==> config.mk <==
export PLATFORM = sky130hd
export DESIGN_NAME = clock_ctrl_flat
export DESIGN_NICKNAME = d
export VERILOG_FILES = /design/src/rtl/clock_ctrl_if.sv /design/src/rtl/clock_ctrl.sv /design/src/flat_wrapper.sv
export SDC_FILE = /design/constraint.sdc
export NUM_CORES = 1
export LEC_CHECK = 0
export CAP_MARGIN = 20
export CORE_MARGIN = 2
export CORE_UTILIZATION = 30
export CTS_CLUSTER_SIZE = 14
export DETAILED_ROUTE_END_ITERATION = 12
export HOLD_SLACK_MARGIN = 0.06
export SLEW_MARGIN = 5
export SYNTH_ARGS = -nofsm -noshare
export SYNTH_HDL_FRONTEND = slang
export SYNTH_SLANG_ARGS = --single-unit
export TNS_END_PERCENT = 50
==> constraint.sdc <==
create_clock -name i_clk -period 3.7 [get_ports i_clk]
set_input_delay 0.555 -clock i_clk [delete_from_list [all_inputs] [get_ports i_clk]]
set_output_delay 0.555 -clock i_clk [all_outputs]
set_load 0.01 [all_outputs]
==> src/rtl/clock_ctrl_if.sv <==
// Control/status bundle between the register logic and clock_ctrl.
// CLK_CTRL_BURST_EN adds the burst length input and the burst-done pulse.
interface clock_ctrl_if #(
   parameter int WIDTH = 16
);
   logic             i_start;
   logic             i_stop;
   logic [WIDTH-1:0] i_div;
   logic             i_div_valid;
   logic             o_div_ready;
   logic             o_roll_over;
   logic             o_clk;
   logic             o_running;
`ifdef CLK_CTRL_BURST_EN
   logic [WIDTH-1:0] i_burst_len;
   logic             o_done;
`endif

   modport slave (
      input  i_start, i_stop, i_div, i_div_valid,
`ifdef CLK_CTRL_BURST_EN
      input  i_burst_len,
      output o_done,
`endif
      output o_div_ready, o_roll_over, o_clk, o_running
   );

   modport master (
      output i_start, i_stop, i_div, i_div_valid,
`ifdef CLK_CTRL_BURST_EN
      output i_burst_len,
      input  o_done,
`endif
      input  o_div_ready, o_roll_over, o_clk, o_running
   );
endinterface

==> src/rtl/clock_ctrl.sv <==
// Divided-clock sequencer: rollover pulse every div_eff cycles, parked-high o_clk.
// Optional burst mode (fixed number of output periods) under CLK_CTRL_BURST_EN.
module clock_ctrl #(
   parameter int WIDTH       = 16,
   parameter int DEFAULT_DIV = 4
) (
   input  logic        i_clk,
   input  logic        i_reset,
   clock_ctrl_if.slave bus
);
   typedef enum logic [1:0] {
      S_IDLE     = 2'd0,
      S_RUN      = 2'd1,
      S_STOPPING = 2'd2
   } state_t;

   state_t           r_state;
   state_t           w_state_nxt;
   logic [WIDTH-1:0] r_cnt;
   logic [WIDTH-1:0] r_div_active;
   logic [WIDTH-1:0] r_div_pend;
   logic             r_pend_valid;
   logic             r_clk;
   logic             r_roll;
   logic             r_running;
   logic             r_div_ready;

   logic [WIDTH-1:0] w_div_eff;
   logic [WIDTH-1:0] w_cnt_nxt;
   logic [WIDTH-1:0] w_div_nxt;
   logic             w_wrap;
   logic             w_park;
   logic             w_roll;
   logic             w_rise;
   logic             w_accept;
   logic             w_accept_run;
   logic             w_apply;
   logic             w_ready_nxt;
   logic             w_burst_last;

   function automatic logic [WIDTH-1:0] f_div_eff(input logic [WIDTH-1:0] d);
      return (d == '0) ? WIDTH'(1) : d;
   endfunction

   assign w_div_eff = f_div_eff(r_div_active);
   assign w_wrap    = (r_cnt == (w_div_eff - WIDTH'(1)));
   // Stopping during the high phase just parks: the high phase stretches, no edge.
   assign w_park    = (r_state == S_RUN) && bus.i_stop && r_clk;

   always_ff @(posedge i_clk or posedge i_reset) begin
      if (i_reset) r_state <= S_IDLE;
      else         r_state <= w_state_nxt;
   end

   always_comb begin
      w_state_nxt = r_state;
      case (r_state)
         S_IDLE: begin
            if (bus.i_start) w_state_nxt = S_RUN;
         end
         S_RUN: begin
            // A stop landing on the rising rollover is already parked after that edge.
            if (bus.i_stop) begin
               if (r_clk || w_wrap) w_state_nxt = S_IDLE;
               else                 w_state_nxt = S_STOPPING;
            end else if (w_rise && w_burst_last) begin
               w_state_nxt = S_IDLE;
            end
         end
         S_STOPPING: begin
            if (w_wrap) w_state_nxt = S_IDLE;
         end
         default: w_state_nxt = S_IDLE;
      endcase
   end

   always_comb begin
      w_roll       = (r_state != S_IDLE) && w_wrap && !w_park;
      w_rise       = w_roll && !r_clk;
      w_accept     = bus.i_div_valid && r_div_ready;
      w_accept_run = w_accept && (r_state != S_IDLE);
      w_apply      = r_pend_valid && (w_roll || w_park);
      w_ready_nxt  = !(r_pend_valid || w_accept_run);

      w_cnt_nxt = r_cnt + WIDTH'(1);
      if ((r_state == S_IDLE) || w_roll || w_park) w_cnt_nxt = '0;

      w_div_nxt = r_div_active;
      if ((r_state == S_IDLE) && w_accept) w_div_nxt = bus.i_div;
      else if (w_apply)                    w_div_nxt = r_div_pend;
   end

   always_ff @(posedge i_clk or posedge i_reset) begin
      if (i_reset) begin
         r_cnt        <= '0;
         r_div_active <= WIDTH'(DEFAULT_DIV);
         r_pend_valid <= 1'b0;
         r_clk        <= 1'b1;
         r_roll       <= 1'b0;
         r_running    <= 1'b0;
         r_div_ready  <= 1'b1;
      end else begin
         r_cnt        <= w_cnt_nxt;
         r_div_active <= w_div_nxt;
         r_clk        <= w_roll ? !r_clk : r_clk;
         r_roll       <= w_roll;
         r_running    <= (w_state_nxt != S_IDLE);
         r_div_ready  <= w_ready_nxt;
         if (w_accept_run) r_pend_valid <= 1'b1;
         else if (w_apply) r_pend_valid <= 1'b0;
      end
   end

   // Pending data only matters while r_pend_valid is set, so it carries no reset.
   always_ff @(posedge i_clk) begin
      if (w_accept_run) r_div_pend <= bus.i_div;
   end

`ifdef CLK_CTRL_BURST_EN
   logic [WIDTH-1:0] r_burst_cnt;
   logic             r_done;
   logic             w_done;

   assign w_burst_last = (r_burst_cnt == WIDTH'(1));
   assign w_done       = (r_state == S_RUN) && !bus.i_stop && w_rise && w_burst_last;

   always_ff @(posedge i_clk or posedge i_reset) begin
      if (i_reset) begin
         r_burst_cnt <= '0;
         r_done      <= 1'b0;
      end else begin
         r_done <= w_done;
         if ((r_state == S_IDLE) && bus.i_start)  r_burst_cnt <= bus.i_burst_len;
         else if (w_rise && (r_burst_cnt != '0)) r_burst_cnt <= r_burst_cnt - WIDTH'(1);
      end
   end

   assign bus.o_done = r_done;
`else
   assign w_burst_last = 1'b0;
`endif

   assign bus.o_div_ready = r_div_ready;
   assign bus.o_roll_over = r_roll;
   assign bus.o_clk       = r_clk;
   assign bus.o_running   = r_running;
endmodule
==> src/flat_wrapper.sv <==
// flat-port wrapper written by rule: the top's interface ports become plain ports
module clock_ctrl_flat 
#(
   parameter int WIDTH       = 16,
   parameter int DEFAULT_DIV = 4
)
  (i_clk, i_reset, bus_i_start, bus_i_stop, bus_i_div, bus_i_div_valid, bus_o_div_ready, bus_o_roll_over, bus_o_clk, bus_o_running);
  clock_ctrl_if #(.WIDTH(WIDTH)) bus_i ();
  input  logic i_clk;
  input  logic i_reset;
  input wire logic [$bits(bus_i.i_start)-1:0] bus_i_start;
  input wire logic [$bits(bus_i.i_stop)-1:0] bus_i_stop;
  input wire logic [$bits(bus_i.i_div)-1:0] bus_i_div;
  input wire logic [$bits(bus_i.i_div_valid)-1:0] bus_i_div_valid;
  output wire logic [$bits(bus_i.o_div_ready)-1:0] bus_o_div_ready;
  output wire logic [$bits(bus_i.o_roll_over)-1:0] bus_o_roll_over;
  output wire logic [$bits(bus_i.o_clk)-1:0] bus_o_clk;
  output wire logic [$bits(bus_i.o_running)-1:0] bus_o_running;
  assign bus_i.i_start = bus_i_start;
  assign bus_i.i_stop = bus_i_stop;
  assign bus_i.i_div = bus_i_div;
  assign bus_i.i_div_valid = bus_i_div_valid;
  assign bus_o_div_ready = bus_i.o_div_ready;
  assign bus_o_roll_over = bus_i.o_roll_over;
  assign bus_o_clk = bus_i.o_clk;
  assign bus_o_running = bus_i.o_running;
  clock_ctrl #(.WIDTH(WIDTH), .DEFAULT_DIV(DEFAULT_DIV)) u_core (.i_clk(i_clk), .i_reset(i_reset), .bus(bus_i));
endmodule
# After elaboration in Yosys (flattened, before gate mapping)

Cells that the tools add are included.

Input port bits: 21
Logic and storage cells: 47
Register bits after elaboration: 55
Output and inout bits: 4

Add/sub/neg operators: 2
Eq/ne operators: 3
Reduce and logical (&&, ||, !) cells: 22
Mux-type cells: 11

Operators with widths:

| operator                                            | count |
|---|---|
| 2-to-1 mux 16 bit                                   | 4 |
| adder 16 x 1 -> 16 bit, second input constant       | 1 |
| equality test 16 bit                                | 1 |
| logical NOT 16 bit                                  | 1 |
| subtractor 16 x 1 -> 16 bit, second input constant  | 1 |
| logical AND 1 bit                                   | 8 |
| 2-to-1 mux 2 bit                                    | 4 |
| nonzero test 2 bit                                  | 4 |
| one-hot mux 2 bit (3 select lines)                  | 1 |
| logical OR 1 bit                                    | 5 |
| logical NOT 1 bit                                   | 3 |
| equality test 2 x 1 -> 1 bit, second input constant | 1 |
| equality test 2 bit, second input constant          | 1 |
| logical NOT 2 bit                                   | 1 |
| 2-to-1 mux 1 bit                                    | 2 |

# Longest topological paths before layout

Gate-level depths: netlist of run 1.

Word-level depth: 10
Mapped depth: 14

# Least setup slack after synthesis of run 1

Ideal clock, no wire load.

Kind: reg2reg
Start point: register u_core.r_div_active[6]
End point: register u_core.r_div_active[0]
Data arrival time: 2.994 ns
Required time: 3.572 ns
Library setup time: 0.128 ns
Path buffers: 3
Slack: 0.578 ns
Cell stages (with the launch flop): 15
Path through: dfrtp_1 > buf_2 > nor4_4 > a41oi_1 > ha_1 > nor3b_1 > xnor2_1 > nor3_1 > nand4_1 > nand4bb_1 > o21ai_4 > and2_1 > buf_6 > buf_12 > o211ai_2

Cells in the longest elaborated chain, start to end: 9

RTL lines:

| what                                  | line              | RTL |
|---|---|---|
| start, declared                       | clock_ctrl.sv:20  | `logic [WIDTH-1:0] r_div_active;` |
| start signal, assigned                | clock_ctrl.sv:96  | `r_div_active <= WIDTH'(DEFAULT_DIV);` |
| start signal, assigned                | clock_ctrl.sv:104 | `r_div_active <= w_div_nxt;` |
| logical NOT 16 bit                    | clock_ctrl.sv:42  | `return (d == '0) ? WIDTH'(1) : d;` |
| 2-to-1 mux 16 bit *                   | clock_ctrl.sv:42  |  |
| subtractor 16 x 1 -> 16 bit *         | clock_ctrl.sv:46  | `assign w_wrap = (r_cnt == (w_div_eff - WIDTH'(1)));` |
| equality test 16 bit *                | clock_ctrl.sv:46  |  |
| logical AND 1 bit * (2 in series)     | clock_ctrl.sv:78  | `w_roll = (r_state != S_IDLE) && w_wrap && !w_park;` |
| logical OR 1 bit *                    | clock_ctrl.sv:82  | `w_apply = r_pend_valid && (w_roll \|\| w_park);` |
| logical AND 1 bit *                   | clock_ctrl.sv:82  |  |
| nonzero test 2 bit (no source line) * | --                |  |

Every way passes the cells marked *; elsewhere a longest branch is shown, timed or not.
A chain may end at the register's enable or synchronous reset.

# Final worst setup path of run 1

Start point: register u_core.r_div_active[2]
End point: register u_core.r_div_active[6]

Same word-level chain as after synthesis.

==> metrics.yaml, run 1 <==
synthesis:
  netlist_area_um2: 3099
  async_flop_share: 0.7091
  synth_common_cells: "nand2_1, dfrtp_1, nand3_1, nor2_1, xnor2_1"
  synth.avg_cell_area_um2: 9.902
  seq_area_frac_synth: 0.4711
  yosysMostFrequentCell: "nand2_1"
  yosys_warnings: 0
  synth_top_cell_area_share: 0.2907
  synth-seq-cells: 55
  synth_area_leaders: "dfrtp_1, edfxtp_1, nand2_1, nand3_1, xnor2_1"
  synth_area_leader_cell: "dfrtp_1"
  ys_types: 57
  ys.flop_type: "dfrtp_1"
  synth-edff-count: 16
  syn_inst: 313
  syn-num-nets: 336
route:
  viasPerCell: 4.870
  vias: 2323
  drt_iter0_drc: 157
  detail_route.wl_per_cell_um: 13.37
  wl_um: 6379
  ant_nets: 0
  drtPass1Iterations: 4
  drc_errors: 0
placed_design:
  hpwl_um: 4736
  gp_congestion: 0.8314
  dp_cells: 469
  portBuffers: 24
worst_setup_path:
  required_ps: 3900
  cp.arrival_ps: 3640
  crit_path_end_kind: "flip-flop"
  r2r-start: "u_core.r_div_active[2]"
  startpoint_type: "flip-flop"
  startpoint: "u_core.r_div_active[2]"
  worstSetupPathType: "flip-flop to flip-flop"
  path_max_fanout: 9
layout:
  diodes: 0
  finalNonFillerCells: 477
  seq_area_um2: 1460
  multi_input_area_um2: 1514
  layout.nets: 363
  fillers: 1062
  syn_to_final_growth_pct: 18.01
  fin_util: 0.3591
  drive_above_1_share: 0.1320
grt:
  first_global_vias: 2282
  grt_max_degree: 23
  grt_pass1_wl_um: 11000
  grt_use_total: 0.1198
  antenna_found_initial: 0
  gr-total-overflow: 0
timing:
  drv_slew: 0
  maxSlewHeadroom: 0.3299
  fmax_ghz: 0.2903
  clock_skew_ps: 11.52
  whs_ps: 412.4
  rsz0062_at_grt: "false"
  setup_tns_ps: 0
  tightest_slew_ps: 999.6
  hold_viol: 0
  setup_viol: 0
  post-route-period-util: 0.9310
  finalCriticalPeriod_ps: 3445
floorplan:
  ios: 25
  dieHeight_um: 105.6
  row_count: 37
  core_um2: 10180
  start_util: 0.3043
  dieArea_um2: 11160
  dieWidth_um: 105.6
cts:
  htreeDepth: 2
  cts_repair_resize_count: 0
  clockRootBuffer: "clkbuf_8"
  cts_buffers: 5
  cts_tree: "done"
  clk_latency_ps: 310
  postCtsSetupBuffers: 0
  clock-sinks: 55
  ctsHoldBuffers: 0
  clock_path_buffers: 2
  clkSlewWorstSetupHoldPaths_ps: 100
run:
  cap_violations: 0
outcome:
  outcome: "completed"
power_and_ir_drop:
  ir_drop_v: 0.0002582
  power_density_nw_per_um2: 606.2
  p_leak_nw: 1.400
hold_path:
  min_path_type: "flip-flop to flip-flop"
  hold_start: "u_core.r_pend_valid"
[report_power, final]
group          internal [mW]  total [mW]  leakage (nW)  switching [mW]
logic                  0.405       0.832         0.685           0.426
registers              0.749       0.919         0.650           0.169
clock network          0.271       0.467        0.0654           0.196
total                   1.43        2.22          1.40           0.792
[metal layers]
layer	up-vias	global-route usage	part of all wire
met5	-	0	0
met4	0	0.03759	0.014
met3	6	0.01917	0.025
met2	31	0.1949	0.47
met1	1114	0.1632	0.49
li1	1172	-	-
[layout by cell type (no fill, tap or decap), types with 4 or more instances in the layout]
| master | instances |
|---|---|
| and3_1 | 4 |
| buf_4 | 12 |
| clkbuf_8 | 5 |
| clkdlybuf4s50_1 | 24 |
| dfrtp_1 | 36 |
| edfxtp_1 | 16 |
| inv_1 | 8 |
| nand2_1 | 46 |
| nand3_1 | 32 |
| nor2_1 | 29 |
| nor2b_1 | 4 |
| nor3_1 | 5 |
| nor4_1 | 4 |
| o211ai_1 | 6 |
| o211ai_2 | 10 |
| o21ai_0 | 4 |
| o311ai_0 | 4 |
| or2_2 | 4 |
| xnor2_1 | 18 |
| xor2_1 | 12 |
[flip-flops by register name (all words and copies together) (netlist names)]
register and count:
u_core.r_div_active 16, u_core.r_cnt 16, u_core.r_state 2, u_core.r_pend_valid 1, u_core.bus.o_div_ready 1, u_core.bus.o_clk 1, u_core.r_div_pend 16, u_core.bus.o_roll_over 1
u_core.bus.o_running 1
[final cells by class]
cell class,instances,area share
clock buffer,6,0.01984
clock inverter,2,0.01642
inverter,8,0.008211
multi-input combinational,233,0.4140
sequential,55,0.3992
tap,136,0.04653
timing repair buffer,37,0.09579
[metrics by stage]
step,power (mW),area [µm²],setup WS (ps)
floorplan,1.525,3099,578.3
global placement,1.760,3525,340.8
detailed placement,1.761,3525,279.3
CTS,2.242,3657,246.7
global route,2.374,3657,78.23
finish,2.217,3657,255.1
[final timing paths]
kind / slack, ps / end / cells after the start
max in group asynchronous: 2160 / u_core.r_div_active[2] / 3
hold / removal: 410 / u_core.bus.o_div_ready / 1
min in group asynchronous: 720 / u_core.bus.o_running / 2
setup reg to reg: 260 / u_core.r_div_active[6] / 12
setup / recovery: 260 / u_core.r_div_active[6] / 12
hold reg to reg: 410 / u_core.bus.o_div_ready / 1
[worst max-delay path, stage by stage (launching register included)]
cell	delay, ps
dfstp_2	640
nor4_4	70
a41oi_1	280
ha_1	360
nand2_1	120
or4_1	470
o311ai_0	120
buf_4	180
nand4bb_1	230
o21ai_4	220
and2_1	360
buf_12	190
o211ai_2	90
[cell families (layout without fill, tap and decap cells)]
group / count (synthesis) / count (layout) / share of synthesized area
DFF: 55 / 55 / 0.4711
and+or+nand+nor: 152 / 152 / 0.2515
adders and majority gates: 2 / 2 / 0.008073
buffers and inverters: 25 / 53 / 0.04198
AOI/OAI and AO/OA: 47 / 47 / 0.1361
muxes: 2 / 2 / 0.006460
xor gates and xnor gates: 30 / 30 / 0.08478
Note: power is estimated with default switching activity, not from simulation.
==> run 2, diff against run 1 <==
--- a/config.mk
+++ b/config.mk
@@ -6,8 +6,8 @@
 export NUM_CORES = 1
 export LEC_CHECK = 0
 export CAP_MARGIN = 20
-export CORE_MARGIN = 2
-export CORE_UTILIZATION = 30
+export CORE_MARGIN = 5
+export CORE_UTILIZATION = 44
 export CTS_CLUSTER_SIZE = 14
 export DETAILED_ROUTE_END_ITERATION = 12
 export HOLD_SLACK_MARGIN = 0.06
==> metrics.yaml, run 2 (synthesized netlist as in run 1, its figures left out) <==
cts:
  clock-sinks: 55  # unchanged
  cts_buffers: 5  # unchanged
  clock_path_buffers: 2  # unchanged
  cts_tree: "done"  # unchanged
  clk_latency_ps: 310  # about the same
  htreeDepth: 2  # unchanged
  clkSlewWorstSetupHoldPaths_ps: 100  # about the same
  clockRootBuffer: "clkbuf_8"  # unchanged
  ctsHoldBuffers: 0  # unchanged
power_and_ir_drop:
  power_density_nw_per_um2: 583.8  # was 606.2 nW/µm²
  ir_drop_v: 0.0002733  # was 0.0002582 V
  p_leak_nw: 1.358  # was 1.400 nW
route:
  drtPass1Iterations: 4  # unchanged
  wl_um: 6432  # was 6379 µm
  vias: 2337  # was 2323
  drt_iter0_drc: 135  # was 157
  drc_errors: 0  # unchanged
  viasPerCell: 5.397  # was 4.870
  detail_route.wl_per_cell_um: 14.85  # was 13.37 µm
  ant_nets: 0  # unchanged
layout:
  layout_commonest_cell: "nand2_1"  # unchanged
  reg_top3: "u_core.r_cnt (16), u_core.r_div_active (16), u_core.r_div_pend (16)"  # unchanged
  layout.nets: 359  # was 363
  drive_above_1_share: 0.1246  # was 0.1320
  layout_common_cells: "nand2_1, dfrtp_1, nand3_1"  # unchanged
  fillers: 640  # was 1062
  multi_input_area_um2: 1519  # was 1514 µm²
  diodes: 0  # unchanged
  stdcell_area_um2: 3526  # was 3657 µm²
  syn_to_final_growth_pct: 13.77  # was 18.01%
  finalNonFillerCells: 433  # was 477
  seq_area_um2: 1460  # unchanged
floorplan:
  ios: 25  # unchanged
  row_count: 30  # was 37
  dieHeight_um: 93.93  # was 105.6 µm
  dieArea_um2: 8822  # was 11160 µm²
  start_util: 0.4537  # was 0.3043
  core_um2: 6832  # was 10180 µm²
  dieWidth_um: 93.93  # was 105.6 µm
grt:
  antenna_found_initial: 0  # unchanged
  grt_max_degree: 24  # was 23
  grt_use_total: 0.1544  # was 0.1198
  grt_pass1_wl_um: 10870  # was 11000 µm
  gr-total-overflow: 0  # unchanged
  first_global_vias: 2256  # was 2282
timing:
  tightest_slew_ps: 1023  # was 999.6 ps
  setup_tns_ps: 0  # unchanged
  finalCriticalPeriod_ps: 3432  # was 3445 ps
  setup_viol: 0  # unchanged
  whs_ps: 412.5  # was 412.4 ps
  maxSlewHeadroom: 0.3140  # was 0.3299
  hold_viol: 0  # unchanged
  post-route-period-util: 0.9275  # was 0.9310
  rsz0062_at_grt: "false"  # unchanged
  fmax_ghz: 0.2914  # was 0.2903 GHz
  drv_slew: 0  # unchanged
  clock_skew_ps: 10.08  # was 11.52 ps
placed_design:
  dp_cells: 425  # was 469
  portBuffers: 24  # unchanged
  hpwl_um: 4772  # was 4736 µm
  gp_congestion: 0.8290  # was 0.8314
  placed_area_um2: 3432  # was 3525 µm²
worst_setup_path:
  r2r-start: "u_core.r_div_active[6]"  # was u_core.r_div_active[2]
  path_max_fanout: 9  # unchanged
  worstSetupPathType: "flip-flop to flip-flop"  # unchanged
  required_ps: 3900  # about the same
  crit_path_end_kind: "flip-flop"  # unchanged
  startpoint_type: "flip-flop"  # unchanged
  cp.arrival_ps: 3630  # was 3640 ps
  startpoint: "u_core.r_div_active[6]"  # was u_core.r_div_active[2]
run:
  cap_violations: 0  # unchanged
outcome:
  outcome: "completed"  # unchanged
hold_path:
  hold_start: "u_core.r_pend_valid"  # unchanged
  min_path_type: "flip-flop to flip-flop"  # unchanged
[run 2: critical path: stages (launching register included)]
cell and delay [ps]:
dfrtp_1 510, nor4_4 440, a41oi_1 230, ha_1 340, nor3b_1 180, xnor2_1 140
nor3_1 210, nand4_1 140, nand4bb_2 330, o21ai_4 200, and2_1 260, buf_4 240
o211ai_2 100
[run 2: layout make-up]
| type | instances | area share |
|---|---|---|
| Clock buffer | 6 | 0.02058 |
| Clock inverter | 2 | 0.004613 |
| Inverter | 8 | 0.008517 |
| Multi-Input combinational cell | 233 | 0.4308 |
| Sequential cell | 55 | 0.4141 |
| Tap cell | 96 | 0.03407 |
| Timing Repair Buffer | 33 | 0.08730 |
[run 2: final timing paths]
kind | endpoint | slack (ps) | cells past startpoint
min | u_core.bus.o_div_ready | 410 | 1
max | u_core.r_div_active[5] | 270 | 12
max in group asynchronous | u_core.r_div_active[2] | 2300 | 3
max reg2reg | u_core.r_div_active[5] | 270 | 12
min reg2reg | u_core.bus.o_div_ready | 410 | 1
min in group asynchronous | u_core.r_cnt[13] | 610 | 2
[run 2: per-stage QoR]
step	util	total power, mW	setup WS [ps]
after floorplan	-	1.525	578.3
after global placement	0.5024	1.715	341.9
after detailed placement	0.5024	1.722	268.7
after CTS	0.5154	2.069	240.0
after global routing	0.5161	2.205	29.62
final	0.5161	2.059	268.4
[run 2: metal layers]
| metal | global-route usage | vias up | part of all wire |
|---|---|---|---|
| met5 | 0 | - | 0 |
| met2 | 0.2318 | 42 | 0.44 |
| met1 | 0.2229 | 1116 | 0.52 |
| li1 | - | 1171 | - |
| met4 | 0.05174 | 0 | 0.017 |
| met3 | 0.02885 | 8 | 0.031 |
[run 2: timing repair]
item,4_1_cts,5_1_grt
endpoints found under the setup margin,0,6
hold endpoints to repair,0,0
gates resized for setup,0,2
setup buffers,0,0
[run 2: where the power goes]
| group | switching (mW) | internal (mW) | total [mW] | leakage (nW) |
|---|---|---|---|---|
| registers | 0.197 | 0.749 | 0.946 | 0.650 |
| clock network | 0.201 | 0.136 | 0.337 | 0.0418 |
| logic | 0.405 | 0.371 | 0.776 | 0.667 |
==> run 3, diff against run 2 <==
--- a/config.mk
+++ b/config.mk
@@ -5,6 +5,7 @@
 export SDC_FILE = /design/constraint.sdc
 export NUM_CORES = 1
 export LEC_CHECK = 0
+export ABC_AREA = 1
 export CAP_MARGIN = 20
 export CORE_MARGIN = 5
 export CORE_UTILIZATION = 44
==> metrics.yaml, run 3 <==
layout:
  reg_top3: "u_core.r_cnt (16), u_core.r_div_active (16), u_core.r_div_pend (16)"  # unchanged
  syn_to_final_growth_pct: 12.89  # was 13.77%
  layout.nets: 452  # was 359
  diodes: 0  # unchanged
  layout_commonest_cell: "nand2_1"  # unchanged
  finalNonFillerCells: 529  # was 433
  fin_util: 0.5125  # was 0.5161
  fillers: 734  # was 640
  layout_common_cells: "nand2_1, nor2_1, inv_1"  # was nand2_1, dfrtp_1, nand3_1
  drive_above_1_share: 0.1442  # was 0.1246
placed_design:
  gp_congestion: 0.8776  # was 0.8290
  hpwl_um: 5306  # was 4772 µm
  portBuffers: 24  # unchanged
  dp_cells: 521  # was 425
worst_setup_path:
  cp.arrival_ps: 3410  # was 3630 ps
  required_ps: 3960  # was 3900 ps
  startpoint_type: "flip-flop"  # unchanged
  path_max_fanout: 17  # was 9
  crit_path_end_kind: "flip-flop"  # unchanged
  worstSetupPathType: "flip-flop to flip-flop"  # unchanged
synthesis:
  async_flop_share: 0.7091  # unchanged
  synth_top_cell_area_share: 0.2721  # was 0.2907
  synth-edff-count: 16  # unchanged
  seq_area_frac_synth: 0.4410  # was 0.4711
  synth_area_leaders: "dfrtp_1, edfxtp_1, nand2_1, nor2_1, nand3_1"  # was dfrtp_1, edfxtp_1, nand2_1, nand3_1, xnor2_1
  synth.avg_cell_area_um2: 8.236  # was 9.902 µm²
  syn_inst: 402  # was 313
  ys_types: 36  # was 57
  synth_area_leader_cell: "dfrtp_1"  # unchanged
  yosysMostFrequentCell: "nand2_1"  # unchanged
  netlist_area_um2: 3311  # was 3099 µm²
  yosys_warnings: 0  # unchanged
  synth_common_cells: "nand2_1, nor2_1, inv_1, nand3_1, dfrtp_1"  # was nand2_1, dfrtp_1, nand3_1, nor2_1, xnor2_1
  synth-seq-cells: 55  # unchanged
  syn-num-nets: 425  # was 336
  ys.flop_type: "dfrtp_1"  # unchanged
floorplan:
  dieArea_um2: 9359  # was 8822 µm²
  row_count: 31  # was 30
  dieHeight_um: 96.74  # was 93.93 µm
  start_util: 0.4540  # was 0.4537
  core_um2: 7292  # was 6832 µm²
  dieWidth_um: 96.74  # was 93.93 µm
  ios: 25  # unchanged
hold_path:
  min_path_type: "flip-flop to flip-flop"  # unchanged
timing:
  setup_viol: 0  # unchanged
  whs_ps: 494.6  # was 412.5 ps
  maxSlewHeadroom: 0.4293  # was 0.3140
  tightest_slew_ps: 853.6  # was 1023 ps
  setup_tns_ps: 0  # unchanged
  fmax_ghz: 0.3174  # was 0.2914 GHz
  finalCriticalPeriod_ps: 3150  # was 3432 ps
  rsz0062_at_grt: "false"  # unchanged
  drv_slew: 0  # unchanged
  clock_skew_ps: 12.79  # was 10.08 ps
  hold_viol: 0  # unchanged
  post-route-period-util: 0.8514  # was 0.9275
route:
  drtPass1Iterations: 4  # unchanged
  drc_errors: 0  # unchanged
  detail_route.wl_per_cell_um: 12.74  # was 14.85 µm
  drt_iter0_drc: 170  # was 135
  ant_nets: 0  # unchanged
  wl_um: 6740  # was 6432 µm
  viasPerCell: 4.856  # was 5.397
  vias: 2569  # was 2337
power_and_ir_drop:
  combinationalPowerShare: 0.497  # was 0.377
  p_switching_mw: 1.177  # was 0.8019 mW
  power.internal_mw: 1.444  # was 1.257 mW
  seq_power_share: 0.369  # was 0.459
  pwr-share-clk: 0.134  # was 0.164
  p_leak_nw: 1.743  # was 1.358 nW
  ir_drop_v: 0.0002948  # was 0.0002733 V
  power_density_nw_per_um2: 701.3  # was 583.8 nW/µm²
  swShare: 0.4491  # was 0.3896
grt:
  grt_use_total: 0.1540  # was 0.1544
  first_global_vias: 2663  # was 2256
  antenna_found_initial: 0  # unchanged
  grt_max_degree: 40  # was 24
  gr-total-overflow: 0  # unchanged
  grt_pass1_wl_um: 12190  # was 10870 µm
cts:
  postCtsSetupBuffers: 0  # unchanged
  clockRootBuffer: "clkbuf_8"  # unchanged
  cts_tree: "done"  # unchanged
  clock-sinks: 55  # unchanged
  ctsHoldBuffers: 0  # unchanged
  clk_latency_ps: 320  # was 310 ps
  clock_path_buffers: 2  # unchanged
  cts_repair_resize_count: 0  # unchanged
  htreeDepth: 2  # unchanged
  cts_buffers: 5  # unchanged
  clkSlewWorstSetupHoldPaths_ps: 110  # was 100 ps
run:
  cap_violations: 0  # unchanged
outcome:
  outcome: "completed"  # unchanged
run 3: final cells by class:
| cell class | instances | area, µm² | area share |
|---|---|---|---|
| multi-input combinational | 292 | 1618 | 0.4329 |
| clock buffer | 6 | 72.57 | 0.01942 |
| inverter | 47 | 176.4 | 0.04720 |
| sequential | 55 | 1460 | 0.3907 |
| clock inverter | 2 | 16.27 | 0.004352 |
| timing repair buffer | 28 | 270.3 | 0.07231 |
| tap | 99 | 123.9 | 0.03314 |
run 3: metrics by stage:
step | cell area (µm²) | total power, mW | setup WS [ps]
after floorplan | 3311 | 1.988 | 1000
after global placement | 3646 | 2.280 | 573.8
after detailed placement | 3646 | 2.290 | 452.6
after CTS | 3735 | 2.638 | 420.8
after global routing | 3737 | 2.873 | 91.23
final | 3737 | 2.621 | 549.7
run 3: final timing paths:
| kind | cells after the start | slack [ps] | from | to |
|---|---|---|---|---|
| setup / recovery | 21 | 550 | u_core.r_div_active[6] | u_core.r_div_active[11] |
| hold / removal | 1 | 490 | u_core.r_pend_valid | u_core.bus.o_div_ready |
| setup reg to reg | 21 | 550 | u_core.r_div_active[6] | u_core.r_div_active[11] |
| hold reg to reg | 1 | 490 | u_core.r_pend_valid | u_core.bus.o_div_ready |
| max in group asynchronous | 3 | 2710 | i_reset | u_core.bus.o_clk |
| min in group asynchronous | 3 | 640 | i_reset | u_core.r_div_active[8] |
run 3: worst max-delay path, stage by stage, from the launching register on:
cell     delay [ps]
dfrtp_1         460
nor2_1          170
nand2_1          80
nor2_1          140
nand2_2         180
nand2_4         110
inv_1            40
ha_1            270
nand2_4         140
xor2_1          200
inv_1            60
nand2_1          80
nand2_1          80
a21oi_1         140
nand2_1          80
nor2_2          120
nand4_2         100
nand2_2         130
nand2_4         140
nand2_4         220
nand2_1          80
nand2_1          60
run 3: routing by layer:
metal	GRT usage	routed length, µm
met1	0.2120	3318
met2	0.2436	3084
met3	0.03022	220
met4	0.04968	116
met5	0	0
run 3: kinds of logic after synthesis:
| logic type | share of synthesized area |
|---|---|
| AOI/OAI and AO/OA | 0.01814 |
| xor gates and xnor gates | 0.07596 |
| adders and majority gates | 0.007557 |
| buffers and inverters | 0.07105 |
| DFF | 0.4410 |
| muxes | 0.05442 |
| and+or+nand+nor | 0.3318 |
run 3: power by group through the flow:
stage / Combinational (mW) / Sequential, mW / Clock, mW
after floorplan: 1.05 / 0.938 / 0
after detailed placement: 1.31 / 0.982 / 0
after global routing: 1.50 / 0.992 / 0.380
after CTS: 1.31 / 0.968 / 0.357
after global placement: 1.30 / 0.977 / 0
final: 1.30 / 0.967 / 0.351
